`src/rtl/mrh_inst_buffer.sv`:
```
// Instruction buffer between the I-cache response path and dispatch: queues
// fetch lines and presents DISP_SIZE aligned instruction slots per cycle.
package mrh_pkg;
  typedef struct packed {
    logic         valid;
    logic [255:0] data;
    logic [31:0]  be;
  } ic_resp_t;

  typedef struct packed {
    logic        valid;
    logic [31:0] inst;
  } inst_buf_t;
endpackage

module mrh_inst_buffer #(
  parameter int DISP_SIZE = 4,
  parameter int DEPTH     = 2
) (
  input  logic                                 i_clk,
  input  logic                                 i_reset_n,
  input  mrh_pkg::ic_resp_t                    i_ic_resp,
  output logic                                 o_ic_ready,
  input  logic                                 i_flush,
  output mrh_pkg::inst_buf_t [DISP_SIZE-1:0]   o_inst_buf,
  input  logic                                 i_inst_ready
);

  localparam int PW = (DEPTH > 1) ? $clog2(DEPTH) : 1;
  localparam int CW = $clog2(DEPTH + 1);
  localparam logic [3:0] DISP4 = 4'(DISP_SIZE);

  logic [255:0]         data_q [DEPTH];
  logic [255:0]         data_d [DEPTH];
  logic [7:0]           vld_q  [DEPTH];
  logic [7:0]           vld_d  [DEPTH];
  logic [PW-1:0]        wr_ptr_q, wr_ptr_d;
  logic [PW-1:0]        rd_ptr_q, rd_ptr_d;
  logic [CW-1:0]        count_q, count_d;
  logic [2:0]           offset_q, offset_d;

  logic [7:0]           resp_vld;
  logic [255:0]         head_data;
  logic [7:0]           head_vld;
  logic [DISP_SIZE-1:0] slot_vld;
  logic                 not_empty;
  logic                 last_group;
  logic                 advance;
  logic                 push;
  logic                 pop;

  function automatic logic [PW-1:0] inc_ptr(input logic [PW-1:0] p);
    return (p == PW'(DEPTH - 1)) ? '0 : p + 1'b1;
  endfunction

  always_comb begin
    for (int w = 0; w < 8; w++) begin
      resp_vld[w] = &i_ic_resp.be[4*w +: 4];
    end
  end

  assign head_data  = data_q[rd_ptr_q];
  assign head_vld   = vld_q[rd_ptr_q];
  assign not_empty  = (count_q != '0);
  assign o_ic_ready = (count_q != CW'(DEPTH));

  // Slots are a pure mux of the head entry; nothing here sees i_ic_resp.
  for (genvar k = 0; k < DISP_SIZE; k++) begin : g_slot
    logic [2:0] idx;
    assign idx                 = offset_q + 3'(k);
    assign slot_vld[k]         = not_empty && head_vld[idx];
    assign o_inst_buf[k].valid = slot_vld[k];
    assign o_inst_buf[k].inst  = head_data[{idx, 5'b0} +: 32];
  end

  // A group with no valid words skips forward without waiting for dispatch.
  assign advance    = not_empty && (i_inst_ready || (slot_vld == '0));
  assign last_group = (({1'b0, offset_q} + DISP4) == 4'd8);
  assign pop        = advance && last_group && !i_flush;
  assign push       = i_ic_resp.valid && o_ic_ready && !i_flush && (resp_vld != '0);

  always_comb begin
    data_d   = data_q;
    vld_d    = vld_q;
    wr_ptr_d = wr_ptr_q;
    rd_ptr_d = rd_ptr_q;
    count_d  = count_q;
    offset_d = offset_q;
    if (i_flush) begin
      wr_ptr_d = '0;
      rd_ptr_d = '0;
      count_d  = '0;
      offset_d = '0;
    end else begin
      if (push) begin
        data_d[wr_ptr_q] = i_ic_resp.data;
        vld_d[wr_ptr_q]  = resp_vld;
        wr_ptr_d         = inc_ptr(wr_ptr_q);
      end
      if (advance) begin
        if (last_group) begin
          offset_d = '0;
          rd_ptr_d = inc_ptr(rd_ptr_q);
        end else begin
          offset_d = offset_q + 3'(DISP_SIZE);
        end
      end
      count_d = count_q + CW'(push) - CW'(pop);
    end
  end

  always_ff @(posedge i_clk or negedge i_reset_n) begin
    if (!i_reset_n) begin
      wr_ptr_q <= '0;
      rd_ptr_q <= '0;
      count_q  <= '0;
      offset_q <= '0;
    end else begin
      wr_ptr_q <= wr_ptr_d;
      rd_ptr_q <= rd_ptr_d;
      count_q  <= count_d;
      offset_q <= offset_d;
    end
  end

  // Line storage needs no reset: count gates every slot valid bit.
  always_ff @(posedge i_clk) begin
    data_q <= data_d;
    vld_q  <= vld_d;
  end

  a_no_push_full: assert property (@(posedge i_clk) disable iff (!i_reset_n)
    !(push && (count_q == CW'(DEPTH))));
  a_count_bound: assert property (@(posedge i_clk) disable iff (!i_reset_n)
    count_q <= CW'(DEPTH));
  a_disp_divides: assert property (@(posedge i_clk) (8 % DISP_SIZE) == 0);

endmodule

```
`config.mk`:
```
export PLATFORM = sky130hd
export DESIGN_NAME = mrh_inst_buffer
export DESIGN_NICKNAME = d
export VERILOG_FILES = /design/src/rtl/mrh_inst_buffer.sv
export SDC_FILE = /design/constraint.sdc
export NUM_CORES = 1
export LEC_CHECK = 0
export ABC_AREA = 1
export CAP_MARGIN = 20
export CORE_MARGIN = 3
export CORE_UTILIZATION = 51
export CTS_BUF_LIST = sky130_fd_sc_hd__clkbuf_16
export DETAILED_ROUTE_END_ITERATION = 10
export PLACE_DENSITY = 0.81
export SYNTH_ARGS = -nofsm -noshare
export SYNTH_HDL_FRONTEND = slang
export SYNTH_SLANG_ARGS = --single-unit
```
`constraint.sdc`:
```
create_clock -name i_clk -period 14.8 [get_ports i_clk]
set_clock_uncertainty 0.2 [all_clocks]
set_input_delay 2.96 -clock i_clk [delete_from_list [all_inputs] [get_ports i_clk]]
set_output_delay 2.96 -clock i_clk [all_outputs]
set_load 0.02 [all_outputs]
```
---- After elaboration in Yosys (flattened, before gate mapping) ----
Cells that the tools add are included.
operators by class
  add/sub/neg operators ................... 9
  multipliers ............................. 0
  div/mod/pow operators ................... 0
  magnitude comparators ................... 7
  equality and inequality tests ........... 2
  shifts and indexed selects .............. 4
  multiplexer cells ....................... 31
  bitwise logic cells ..................... 3
  reduce and logical (&&, ||, !) cells .... 29
operators with widths
  cell                                                        count
  two-way mux 256 bit                                         4
  indexed part select 256 x 9 -> 32 bit                       4
  bitwise mux 512 bit                                         1
  demux 256 bit (select 1 bit)                                1
  two-way mux 8 bit                                           4
  AND reduction 4 bit                                         8
  bitwise mux 16 bit                                          1
  less-than comparator 3 x 4 -> 1 bit, second input constant  4
  binary-select mux 1 bit (select 3 bit)                      4
  logical AND 1 bit                                           11
  two-way mux 1 bit                                           11
  two-way mux 3 bit                                           3
  demux 8 bit (select 1 bit)                                  1
  nonzero test 2 bit                                          4
  nonzero test 8 bit                                          1
  adder 3 x 2 -> 3 bit, second input constant                 2
  adder 3 x 3 -> 4 bit, second input constant                 1
  equality test 4 bit, second input constant                  1
  greater-or-equal comparator 2 bit, second input constant    2
  logical NOT 4 bit                                           1
  inverter 1 -> 2 bit                                         2
  AND reduction 2 bit                                         2
  adder 3 x 1 -> 3 bit, second input constant                 1
  adder 3 bit, second input constant                          1
  other kinds (9)                                             10
word-level totals
  bits in registers ....................... 535
  latch bits .............................. 0
  RAM bits ................................ 0
  bits in read-only memories .............. 0
  memories ................................ 0

---- Logic depth before layout (Yosys ltp) ----
Gate-level depths: netlist of the first run.
  depth in word-level cells ............... 14
  gate-level depth with buffers ........... 15

---- Worst setup path after synthesis of the first run ----
OpenSTA, ideal clock, no wires.
  path kind ............................... input-to-reg
  start ................................... in i_ic_resp[8] (netlist name)
  end ..................................... reg data_q[0] (netlist name), enable pin
  library setup time ...................... 893 ps
  arrival ................................. 14303 ps
  required time ........................... 13707 ps
  slack ................................... -596 ps
  cell stages on the path ................. 6
  cells stage by stage .................... nand2_1 > nor2_1 > nor4_1 > nand2_1 > nand2_1 > nor2_1
on the way
  word-level cells in the longest chain between the ends .. 4
RTL lines
  item                                  line  RTL
  from (decl)                           22    input mrh_pkg::ic_resp_t i_ic_resp,
  AND reduction 4 bit                   58    resp_vld[w] = &i_ic_resp.be[4*w +: 4];
  net resp_vld[2]                       42    logic [7:0] resp_vld;
  nonzero test 8 bit                    80    assign push = i_ic_resp.valid && o_ic_ready && !i_flush && (resp_vld != '0);
  logical AND 1 bit                     80
  AND reduction 2 bit (no source line)  --
  to (signal assigned)                  128   data_q <= data_d;
  to (decl)                             33    logic [255:0] data_q [DEPTH];
The timed path passes the listed nets, and every way through them passes these cells.
A chain may end at the register's enable or synchronous reset.

==> results of run 1 <==
## stage by stage
stage / instances / hold slack [ns]
floorplan: 1372 / 0.271
global placement: 2232 / 0.287
detailed placement: 2232 / 0.336
CTS: 2322 / 0.351
global route: 2329 / 0.393
finish: 2330 / 0.340
## placed cells by master, fill, tap and decap left out
cell             Yosys  layout
nand2_1             43      43
o21ai_2              1       1
nor4_1               2       2
o21ai_0            254     254
nor2_4               0       1
clkdlybuf4s50_1      0     425
o21ai_1              2       2
bufinv_16            0       2
nand4_1              4       4
xor2_1               1       1
inv_8                0       1
buf_16               0       3
nand3_1             11      11
dfrtp_4              0       2
clkinv_4             0       1
ha_1                 2       2
inv_4                0       1
nor2_1             269     268
diode_2              0       5
clkinv_1             0       9
clkinvlp_4           0       3
a21oi_1              1       1
xnor2_1              1       1
inv_1               33      42
clkinv_2             0      10
dfrtp_1              5       3
edfxtp_1           528     528
buf_4                2      11
clkbuf_16            0      53
o22ai_1            128     128
inv_6                0       1
## metal layers
| metal | vias up | part of all wire [%] | global-route usage (%) |
|---|---|---|---|
| met3 | 83 | 9.4 | 6.77 |
| met1 | 6269 | 37 | 29.2 |
| met5 | - | 0.018 | 0 |
| met4 | 2 | 2.9 | 8.60 |
| met2 | 572 | 51 | 39.3 |
| li1 | 5957 | - | - |
## sequential cells by signal (all words and copies together) (netlist names)
register  count
data_q      512
vld_q        16
count_q       2
offset_q      1
rd_ptr_q      1
wr_ptr_q      1
## kinds of logic (layout without fill, tap and decap cells)
family / count (synthesis) / count (layout) / synth area share, %
other: 0 / 5 / 0
flip-flops: 533 / 533 / 80.5
AND/OR/NAND/NOR: 329 / 329 / 6.36
buffers and inverters: 120 / 562 / 2.38
adder cells (fa/ha/maj): 2 / 2 / 0.126
AO/OA/AOI/OAI: 386 / 386 / 10.6
XOR/XNOR: 2 / 2 / 0.0882
## critical path, stage by stage, from the launching register on
cell,delay [ns]
dfrtp_4,0.72
inv_4,0.59
buf_4,0.72
o21ai_0,0.25
o22ai_1,0.22
clkdlybuf4s50_1,0.68
## report_power, final
| group | internal [mW] | total (mW) | switching, mW |
|---|---|---|---|
| Clock | 0.678 | 1.20 | 0.523 |
| Sequential | 1.70 | 1.72 | 0.0189 |
| Combinational | 0.233 | 0.531 | 0.298 |
| Total | 2.62 | 3.46 | 0.840 |
## worst max-delay path by stage
stage                     cells past startpoint               startpoint                  end  slack, ns
after CTS                                     5     rd_ptr_q$_DFFE_PN0P_       o_inst_buf[55]       7.20
after global placement                        5     rd_ptr_q$_DFFE_PN0P_       o_inst_buf[55]       7.90
after floorplan                               6             i_ic_resp[8]  data_q[0]$_DFFE_PP_       3.88
after global routing                          5  offset_q[2]$_DFFE_PN0P_       o_inst_buf[58]       7.49
after detailed placement                      5     rd_ptr_q$_DFFE_PN0P_       o_inst_buf[55]       7.84
final                                         5  offset_q[2]$_DFFE_PN0P_       o_inst_buf[58]       7.73
## area by class of cell
type                            instances  share of cell area (%)
Sequential cell                       533                    61.1
Tap cell                              511                    2.44
Antenna cell                            5                  0.0478
Multi-Input combinational cell        719                    13.0
Clock inverter                         37                   0.842
Inverter                               33                   0.531
Timing Repair Buffer                  439                    16.9
Clock buffer                           53                    5.07
## Yosys cell counts
master      n
buf_2      11
edfxtp_1  528
xor2_1      1
nor4_1      2
o21ai_1     2
o22ai_1   128
nor2_1    269
o21ai_0   254
ha_1        2
clkbuf_1   68
buf_1       5
nand2_1    43
nand3_1    11
nand4_1     4
dfrtp_1     5
inv_1      33
clkbuf_2    1
xnor2_1     1
o21ai_2     1
buf_4       2
a21oi_1     1
==> flow_summary.rst, run 1 <==
.. list-table::
   :header-rows: 1

   * - Metric
     - Value
   * - Register-to-Register Setup Slack
     - 11.07 ns
   * - Hpwl dp
     - 30400 um
   * - Drc violations
     - 0
   * - Register area share after synthesis
     - 80.5%
   * - Startpoint kind of the worst setup timing path
     - register
   * - Clock latency of the later-clocked register in the worst-skew pair
     - 0.57 ns
   * - Number of gates given a new drive strength after cts
     - 0
   * - Overall die height
     - 203 um
   * - Multi-input logic area
     - 3410 um^2
   * - Ratio of total power to cell area
     - 132 nW/um^2
   * - Via count of the first global-routing pass
     - 13200
   * - Clock input transition at the sequential cells of the worst setup and hold paths
     - 0.06 ns
   * - Unrepaired setup endpoints after global routing
     - no
   * - Status
     - completed
   * - Fraction of post-synthesis cell area in the top cell type by area
     - 79.9%
   * - Count of different cell masters after synthesis
     - 21
   * - Post-detailed-route wirelength per cell
     - 21.3 um
   * - P&R area growth vs syn
     - 31.7%
   * - Clock sinks
     - 533
   * - Hold/Removal Path Class
     - reg2reg
   * - Final Total Pwr
     - 3.46 mW
   * - Post-Route Utilization
     - 68.8%
   * - Final-layout setup total negative slack
     - 0 ns
   * - Leakage power
     - 8.80 nW
   * - Synth Instances
     - 1372
   * - Post-route design area
     - 26200 um^2
   * - Row count
     - 71
   * - Post-route ant nets
     - 0
   * - Worst R2R Start
     - rd_ptr_q$_DFFE_PN0P_
   * - Highest attainable clock frequency
     - 142 MHz
   * - Largest net degree at the start of global routing
     - 156
   * - Start point of the worst hold path
     - wr_ptr_q$_DFFE_PN0P_
   * - Sum of overflow across all layers after global routing
     - 0
   * - Initial Util
     - 52.2%
   * - Worst setup slack after layout
     - 7.73 ns
   * - Number of antenna violations at the first check in global routing
     - 5
   * - TritonCTS buffer count
     - 51
   * - Actual transition at the worst max-transition pin
     - 1.05 ns
   * - Relative slew slack
     - 29.9%
   * - Hold_buf cts
     - 0
   * - Capture instance of the worst register-to-register path
     - count_q[1]$_DFF_PN0_
   * - Worst hold path stage count
     - 2
   * - Post-Syn Area
     - 19900 um^2
   * - Worst setup path class
     - reg2out
   * - Number of detailed-route iterations in the first pass
     - 5
   * - Layout cells sized above 1
     - 4.96%
   * - Core area
     - 38000 um^2
   * - Top fanout value on the critical path
     - 75
   * - Post-CTS setup buffer count
     - 0
   * - Root buf cell
     - clkbuf_16
   * - Yosys synthesis warning count
     - 0
   * - Nets
     - 2072
   * - Data arrival time of the critical path
     - 3.91 ns
   * - Avg Synthesized Cell Area
     - 14.5 um^2
   * - H-tree depth reported by CTS
     - 2
   * - Critical Path RT
     - 11.64 ns
   * - Max VDD drop
     - 0.112 mV
   * - X dimension of the die
     - 203 um
   * - First-pass GRT wire length
     - 74300 um
   * - Setup crit end kind
     - output port
   * - Port Buffers
     - 425
   * - Placed inst area
     - 24500 um^2
   * - Layout filler cell count
     - 2537
   * - Initial drt markers
     - 977
   * - Final wirelength
     - 49600 um
   * - Vias after detailed routing
     - 12900
   * - Via density per instance
     - 5.53
   * - #FFs+latches synth
     - 533
   * - Nets in the synthesized netlist
     - 1667
   * - Area leader, netlist
     - edfxtp_1
   * - Total die area
     - 41300 um^2
   * - Hold Path Sink
     - wr_ptr_q$_DFFE_PN0P_
   * - Post-placement worst setup slack
     - 7.84 ns
   * - Final worst-path cycle share
     - 47.7%
   * - GRT Util Overall
     - 23.4%
   * - Cells taking the most area after synthesis
     - edfxtp_1 80%, o21ai_0 6.4%, nor2_1 5.1%
   * - Setup Viol. Count Final
     - 0
   * - Maximum count of clock buffers along a single path
     - 3
   * - Post-layout min period
     - 7.07 ns
   * - Number of ports placed on the die boundary
     - 426
   * - Clock tree from TritonCTS
     - yes
   * - Final Slew Violations
     - 0
   * - Max-Cap Viols
     - 0
   * - Reg2Reg Depth
     - 14
   * - Combined flip-flop and latch cell area
     - 16000 um^2
   * - RD Place Congestion
     - 0.835
   * - Count of endpoints failing hold in the final timing report
     - 0
Note: power is estimated with default switching activity, not from simulation.
==> inputs of run 2 (changes only) <==
--- a/config.mk
+++ b/config.mk
@@ -8,10 +8,10 @@
 export ABC_AREA = 1
 export CAP_MARGIN = 20
 export CORE_MARGIN = 3
-export CORE_UTILIZATION = 51
+export CORE_UTILIZATION = 46
 export CTS_BUF_LIST = sky130_fd_sc_hd__clkbuf_16
 export DETAILED_ROUTE_END_ITERATION = 10
-export PLACE_DENSITY = 0.81
+export PLACE_DENSITY = 0.77
 export SYNTH_ARGS = -nofsm -noshare
 export SYNTH_HDL_FRONTEND = slang
 export SYNTH_SLANG_ARGS = --single-unit
==> constraint.sdc (replaced) <==
create_clock -name i_clk -period 5.79 [get_ports i_clk]
set_clock_uncertainty 0.2 [all_clocks]
set_input_delay 1.158 -clock i_clk [delete_from_list [all_inputs] [get_ports i_clk]]
set_output_delay 1.158 -clock i_clk [all_outputs]
set_load 0.02 [all_outputs]
==> flow_summary.rst, run 2 (synthesis gave the netlist of run 1 again) <==
.. list-table::
   :header-rows: 1

   * - Metric
     - Value
   * - Largest net degree at the start of global routing
     - 267 (+71%)
   * - Startpoint kind of the worst setup timing path
     - register
   * - Nets
     - 2073 (+0.048%)
   * - Initial drt markers
     - 1010 (+3.4%)
   * - Layout cells sized above 1
     - 5.55% (+0.59 points)
   * - Layout filler cell count
     - 3044 (+20%)
   * - Final Slew Violations
     - 0 (unchanged)
   * - Overall die height
     - 214 um (+5.1%)
   * - Row count
     - 75 (+5.6%)
   * - Placed inst area
     - 24700 um^2 (+0.91%)
   * - Setup Viol. Count Final
     - 0 (unchanged)
   * - Hold/Removal Path Class
     - reg2reg
   * - Final wirelength
     - 49300 um (-0.47%)
   * - Buffer and inverter count on the worst path
     - 3 (unchanged)
   * - Maximum count of clock buffers along a single path
     - 3 (unchanged)
   * - Unrepaired setup endpoints after global routing
     - no
   * - P&R area growth vs syn
     - 33.4%
   * - Count of endpoints failing hold in the final timing report
     - 0 (unchanged)
   * - Inst Count DP
     - 2300 (+3.0%)
   * - Most common cell after layout, fill and taps aside
     - edfxtp_1
   * - H-tree depth reported by CTS
     - 2 (unchanged)
   * - Registers with the most flip-flops
     - data_q (512), vld_q (16), count_q (2)
   * - Register with the most flip-flops
     - data_q
   * - Number of detailed-route iterations in the first pass
     - 5 (unchanged)
   * - Post-CTS setup buffer count
     - 0 (unchanged)
   * - Post-layout min period
     - 4.66 ns
   * - Clock tree from TritonCTS
     - yes
   * - Port Buffers
     - 425 (unchanged)
   * - Worst setup path class
     - reg2out
   * - GRT Util Overall
     - 20.6% (-2.8 points)
   * - Commonest non-fill, non-tap cells in the layout
     - 528 x edfxtp_1, 425 x clkdlybuf4s50_1, 268 x nor2_1, 254 x o21ai_0, 128 x o22ai_1
   * - Via density per instance
     - 5.37 (-2.8%)
   * - Post-placement worst setup slack
     - 1.59 ns (-6.25 ns)
   * - Top fanout value on the critical path
     - 68 (-9.3%)
   * - Clock latency of the later-clocked register in the worst-skew pair
     - 0.58 ns (about the same)
   * - Number of antenna violations at the first check in global routing
     - 5 (unchanged)
   * - Layout Cells excl Fill
     - 2401 (+3.0%)
   * - Drc violations
     - 0 (unchanged)
   * - Final worst-path cycle share
     - 80.5%
   * - TritonCTS buffer count
     - 53 (+3.9%)
   * - Data arrival time of the critical path
     - 3.30 ns (-0.61 ns)
   * - Initial Util
     - 46.9% (-5.3 points)
   * - Crit path max-delay cell type
     - dfrtp_4
   * - Via count of the first global-routing pass
     - 12900 (-2.6%)
   * - First-pass GRT wire length
     - 72300 um (-2.7%)
   * - Max VDD drop
     - 0.280 mV (+150%)
   * - Worst setup slack after layout
     - 1.13 ns (-6.60 ns)
   * - Post-route ant nets
     - 0 (unchanged)
   * - Critical Path RT
     - 4.43 ns (-7.21 ns)
   * - Worst path max stage delay
     - 0.71 ns (about the same)
   * - Flip-flop count of the largest register after layout
     - 512 (unchanged)
   * - Highest attainable clock frequency
     - 215 MHz
   * - Final Total Pwr
     - 9.15 mW (+160%)
   * - Setup crit end kind
     - output port
   * - X dimension of the die
     - 214 um (+5.1%)
   * - Cell-by-cell listing of the critical path
     - inv_4, buf_12, o21ai_0, o22ai_1, clkdlybuf4s50_1
   * - Multi-input logic area
     - 3410 um^2 (+0.15%)
   * - Ratio of total power to cell area
     - 345 nW/um^2 (+160%)
   * - Combined flip-flop and latch cell area
     - 16000 um^2 (unchanged)
   * - Hpwl dp
     - 30000 um (-1.4%)
   * - Post-detailed-route wirelength per cell
     - 20.6 um (-3.4%)
   * - Post-route design area
     - 26500 um^2 (+1.2%)
   * - Core area
     - 42300 um^2 (+11%)
   * - Actual transition at the worst max-transition pin
     - 1.17 ns (+0.121 ns)
   * - Status
     - completed
   * - Clock input transition at the sequential cells of the worst setup and hold paths
     - 0.06 ns (about the same)
   * - Hold_buf cts
     - 0 (unchanged)
   * - Clock sinks
     - 533 (unchanged)
   * - Total die area
     - 45700 um^2 (+11%)
   * - Relative slew slack
     - 21.8% (-8.1 points)
   * - Root buf cell
     - clkbuf_16
   * - RD Place Congestion
     - 0.787 (-5.6%)
   * - Number of gates given a new drive strength after cts
     - 0 (unchanged)
   * - Sum of overflow across all layers after global routing
     - 0 (unchanged)
   * - Vias after detailed routing
     - 12900 (+0.14%)
   * - Cell family with most CP delay
     - buffers and inverters
   * - Max-Cap Viols
     - 0 (unchanged)
   * - Leakage power
     - 8.89 nW (+1.0%)
   * - Number of ports placed on the die boundary
     - 426 (unchanged)
run 2: cell count changes in the layout (fill, tap and decap cells not counted):
cell | previous run | this run
buf_4 | 11 | 3
buf_16 | 3 | 0
nand3_2 | 0 | 1
inv_6 | 1 | 3
clkbuf_16 | 53 | 55
bufinv_16 | 2 | 6
buf_12 | 0 | 10
clkinv_1 | 9 | 7
clkinv_2 | 10 | 14
clkinv_4 | 1 | 0
nand3_1 | 11 | 10
inv_1 | 42 | 39
run 2: cell type report:
type / instances / share of cell area, %
flip-flops and latches: 533 / 60.4
repair buffers: 438 / 16.9
multi-input cells: 719 / 12.9
clock buffers: 55 / 5.20
well taps: 577 / 2.73
clock inverters: 41 / 1.34
inverters: 33 / 0.510
diodes: 5 / 0.0473
run 2: metrics by stage:
step | util (%) | hold slack (ns) | TNS (ns)
2_1_floorplan | - | 0.271 | -215.94
3_3_place_gp | 58.4 | 0.295 | 0
3_5_place_dp | 58.4 | 0.302 | 0
4_1_cts | 62.5 | 0.319 | 0
5_1_grt | 62.6 | 0.358 | 0
6_report | 62.6 | 0.317 | 0
run 2: final timing paths:
kind | depth (start not counted) | startpoint | end | slack (ns)
worst max-delay path | 5 | offset_q[2]$_DFFE_PN0P_ | o_inst_buf[83] | 1.13
worst min-delay path | 2 | wr_ptr_q$_DFFE_PN0P_ | wr_ptr_q$_DFFE_PN0P_ | 0.32
worst max register to register | 14 | offset_q[2]$_DFFE_PN0P_ | count_q[1]$_DFF_PN0_ | 2.35
worst min register to register | 2 | wr_ptr_q$_DFFE_PN0P_ | wr_ptr_q$_DFFE_PN0P_ | 0.32
max in group asynchronous | 1 | i_reset_n | rd_ptr_q$_DFFE_PN0P_ | 4.56
min in group asynchronous | 1 | i_reset_n | count_q[1]$_DFF_PN0_ | 0.60
run 2: worst min-delay path, cell delays in order, from the launching register on:
cell and delay [ns]:
dfrtp_1 0.35, nand3_1 0.08, nand2_1 0.06
run 2: power breakdown:
part | leakage (nW) | internal, mW | switching, mW
combinational | 3.15 | 0.597 | 0.769
clock | 0.892 | 1.99 | 1.40
sequential | 4.85 | 4.36 | 0.0353
total | 8.89 | 6.94 | 2.21
run 2: routing by layer:
| layer | track usage, % | wire (um) | vias up |
|---|---|---|---|
| met5 | 0 | 18 | - |
| met4 | 8.25 | 1470 | 2 |
| met3 | 6.26 | 4110 | 84 |
| met2 | 35.0 | 24900 | 477 |
| met1 | 24.8 | 18800 | 6387 |
| li1 | - | - | 5951 |
==> inputs of run 3 (changes only) <==
--- a/config.mk
+++ b/config.mk
@@ -8,10 +8,10 @@
 export ABC_AREA = 1
 export CAP_MARGIN = 20
 export CORE_MARGIN = 3
-export CORE_UTILIZATION = 46
+export CORE_UTILIZATION = 51
 export CTS_BUF_LIST = sky130_fd_sc_hd__clkbuf_16
 export DETAILED_ROUTE_END_ITERATION = 10
-export PLACE_DENSITY = 0.77
+export PLACE_DENSITY = 0.81
 export SYNTH_ARGS = -nofsm -noshare
 export SYNTH_HDL_FRONTEND = slang
 export SYNTH_SLANG_ARGS = --single-unit
==> constraint.sdc (replaced) <==
create_clock -name i_clk -period 4.3 [get_ports i_clk]
set_clock_uncertainty 0.2 [all_clocks]
set_input_delay 0.86 -clock i_clk [delete_from_list [all_inputs] [get_ports i_clk]]
set_output_delay 0.86 -clock i_clk [all_outputs]
set_load 0.02 [all_outputs]
==> flow_summary.rst, run 3 (synthesis gave the netlist of run 1 again) <==
.. list-table::
   :header-rows: 1

   * - Metric
     - Value
   * - Status
     - completed
   * - Highest attainable clock frequency
     - 242 MHz
   * - X dimension of the die
     - 203 um (-4.9%)
   * - Count of endpoints failing hold in the final timing report
     - 0 (unchanged)
   * - Multi-input logic area
     - 3410 um^2 (unchanged)
   * - Most common cell after layout, fill and taps aside
     - edfxtp_1
   * - Min Hold Slack
     - 0.320 ns (+0.00291 ns)
   * - Worst R2R Start
     - rd_ptr_q$_DFFE_PN0P_
   * - Final worst-path cycle share
     - 96.0%
   * - Hold_buf cts
     - 0 (unchanged)
   * - Worst setup path class
     - reg2out
   * - Setup crit end kind
     - output port
   * - Register with the most flip-flops
     - data_q
   * - RD Place Congestion
     - 0.833 (+5.8%)
   * - Number of detailed-route iterations in the first pass
     - 5 (unchanged)
   * - Register-to-Register Setup Slack
     - 1.36 ns (-0.99 ns)
   * - Max-Cap Viols
     - 0 (unchanged)
   * - Clock sinks
     - 533 (unchanged)
   * - Via count of the first global-routing pass
     - 13400 (+4.3%)
   * - Core area
     - 38000 um^2 (-10%)
   * - TritonCTS buffer count
     - 51 (-3.8%)
   * - Flip-flop count of the largest register after layout
     - 512 (unchanged)
   * - Row count
     - 71 (-5.3%)
   * - Combined flip-flop and latch cell area
     - 16000 um^2 (unchanged)
   * - Post-CTS setup buffer count
     - 0 (unchanged)
   * - Overall die height
     - 203 um (-4.9%)
   * - Nets
     - 2081 (+0.39%)
   * - Post-route ant nets
     - 0 (unchanged)
   * - Vias after detailed routing
     - 13000 (+0.71%)
   * - Ratio of total power to cell area
     - 457 nW/um^2 (+32%)
   * - Relative slew slack
     - 35.9% (+14 points)
   * - H-tree depth reported by CTS
     - 2 (unchanged)
   * - Top fanout value on the critical path
     - 96 (+41%)
   * - Sum of overflow across all layers after global routing
     - 0 (unchanged)
   * - Number of gates given a new drive strength after cts
     - 0 (unchanged)
   * - Initial drt markers
     - 1044 (+3.4%)
   * - Final Slew Violations
     - 0 (unchanged)
   * - Final wirelength
     - 49000 um (-0.76%)
   * - Largest net degree at the start of global routing
     - 171 (-36%)
   * - Maximum count of clock buffers along a single path
     - 3 (unchanged)
   * - Clock tree from TritonCTS
     - yes
   * - Number of antenna violations at the first check in global routing
     - 4 (-1)
   * - First-pass GRT wire length
     - 74300 um (+2.8%)
   * - Commonest non-fill, non-tap cells in the layout
     - 528 x edfxtp_1, 425 x clkdlybuf4s50_1, 268 x nor2_1, 254 x o21ai_0, 128 x o22ai_1
   * - P&R area growth vs syn
     - 32.7%
   * - Number of ports placed on the die boundary
     - 426 (unchanged)
   * - Layout cells sized above 1
     - 5.26% (-0.29 points)
   * - Capture instance of the worst register-to-register path
     - count_q[1]$_DFF_PN0_
   * - Total die area
     - 41300 um^2 (-9.5%)
   * - Clock input transition at the sequential cells of the worst setup and hold paths
     - 0.06 ns (about the same)
   * - GRT Util Overall
     - 23.2% (+2.6 points)
   * - Post-Route Utilization
     - 69.3% (+6.7 points)
   * - Setup Viol. Count Final
     - 0 (unchanged)
   * - Post-detailed-route wirelength per cell
     - 20.9 um (+1.9%)
   * - Critical Path RT
     - 3.24 ns (-1.19 ns)
   * - Post-layout min period
     - 4.13 ns
   * - Startpoint kind of the worst setup timing path
     - register
   * - Via density per instance
     - 5.55 (+3.4%)
   * - Root buf cell
     - clkbuf_16
   * - Data arrival time of the critical path
     - 3.07 ns (-0.23 ns)
   * - Max VDD drop
     - 0.394 mV (+41%)
   * - Reg2Reg Depth
     - 15 (+1)
   * - Layout filler cell count
     - 2509 (-18%)
   * - Hpwl dp
     - 30600 um (+2.1%)
   * - Drc violations
     - 0 (unchanged)
   * - Leakage power
     - 8.89 nW (about the same)
   * - Hold/Removal Path Class
     - in2async
   * - Actual transition at the worst max-transition pin
     - 0.961 ns (-0.212 ns)
   * - Worst Setup EP
     - o_inst_buf[39]
   * - Clock latency of the later-clocked register in the worst-skew pair
     - 0.58 ns (about the same)
   * - Registers with the most flip-flops
     - data_q (512), vld_q (16), count_q (2)
   * - Unrepaired setup endpoints after global routing
     - no
   * - Initial Util
     - 52.2% (+5.3 points)
   * - Port Buffers
     - 425 (unchanged)
   * - Timing startpoint of the critical path
     - rd_ptr_q$_DFFE_PN0P_
run 3: changes by cell type in the layout (fill, tap and decap cells not counted):
cell | before | now
buf_12 | 10 | 11
diode_2 | 5 | 3
inv_6 | 3 | 1
clkinv_1 | 7 | 11
clkbuf_16 | 55 | 53
buf_4 | 3 | 12
inv_1 | 39 | 46
bufinv_16 | 6 | 4
clkinv_2 | 14 | 5
run 3: area by class of cell:
| class | count | share of cell area [%] |
|---|---|---|
| Sequential cell | 533 | 60.7 |
| Multi-Input combinational cell | 719 | 13.0 |
| Antenna cell | 3 | 0.0285 |
| Clock inverter | 39 | 1.04 |
| Clock buffer | 53 | 5.03 |
| Timing Repair Buffer | 448 | 17.3 |
| Tap cell | 511 | 2.43 |
| Inverter | 33 | 0.513 |
run 3: worst max-delay path: stages, from the launching register on:
cell	delay, ns
dfrtp_4	0.46
buf_4	0.70
o21ai_0	0.23
o22ai_1	0.33
clkdlybuf4s50_1	0.68
run 3: worst min-delay path by stage:
stage | to | slack, ns
final | count_q[0]$_DFF_PN0_ | 0.32
after global routing | wr_ptr_q$_DFFE_PN0P_ | 0.32
after CTS | wr_ptr_q$_DFFE_PN0P_ | 0.30
after detailed placement | wr_ptr_q$_DFFE_PN0P_ | 0.32
after global placement | wr_ptr_q$_DFFE_PN0P_ | 0.29
after floorplan | wr_ptr_q$_DFFE_PN0P_ | 0.27
run 3: metrics by stage:
step | setup TNS [ns] | cells | power (mW) | setup WS (ns) | area (um^2)
5_1_grt | 0 | 2339 | 12.5 | 0.0437 | 26300
4_1_cts | 0 | 2336 | 12.1 | 0.122 | 26300
3_5_place_dp | 0 | 2244 | 7.88 | 0.628 | 24700
3_3_place_gp | 0 | 2244 | 7.85 | 0.705 | 24700
6_report | 0 | 2339 | 12.0 | 0.172 | 26300
2_1_floorplan | -845.32 | 1372 | 6.89 | -1.64 | 19900
run 3: layer usage:
layer  GRT usage (%)  vias to the layer above  wire, um
met5               0                        -        14
met1            29.1                     6376     18400
li1                -                     5963         -
met3            6.30                       66      4570
met2            39.9                      585     25000
met4            6.98                        2      1080
run 3: where the power goes:
| part | switching [mW] | total [mW] | internal [mW] |
|---|---|---|---|
| clock network | 1.81 | 4.27 | 2.45 |
| logic | 1.07 | 1.88 | 0.817 |
| registers | 0.0320 | 5.90 | 5.87 |
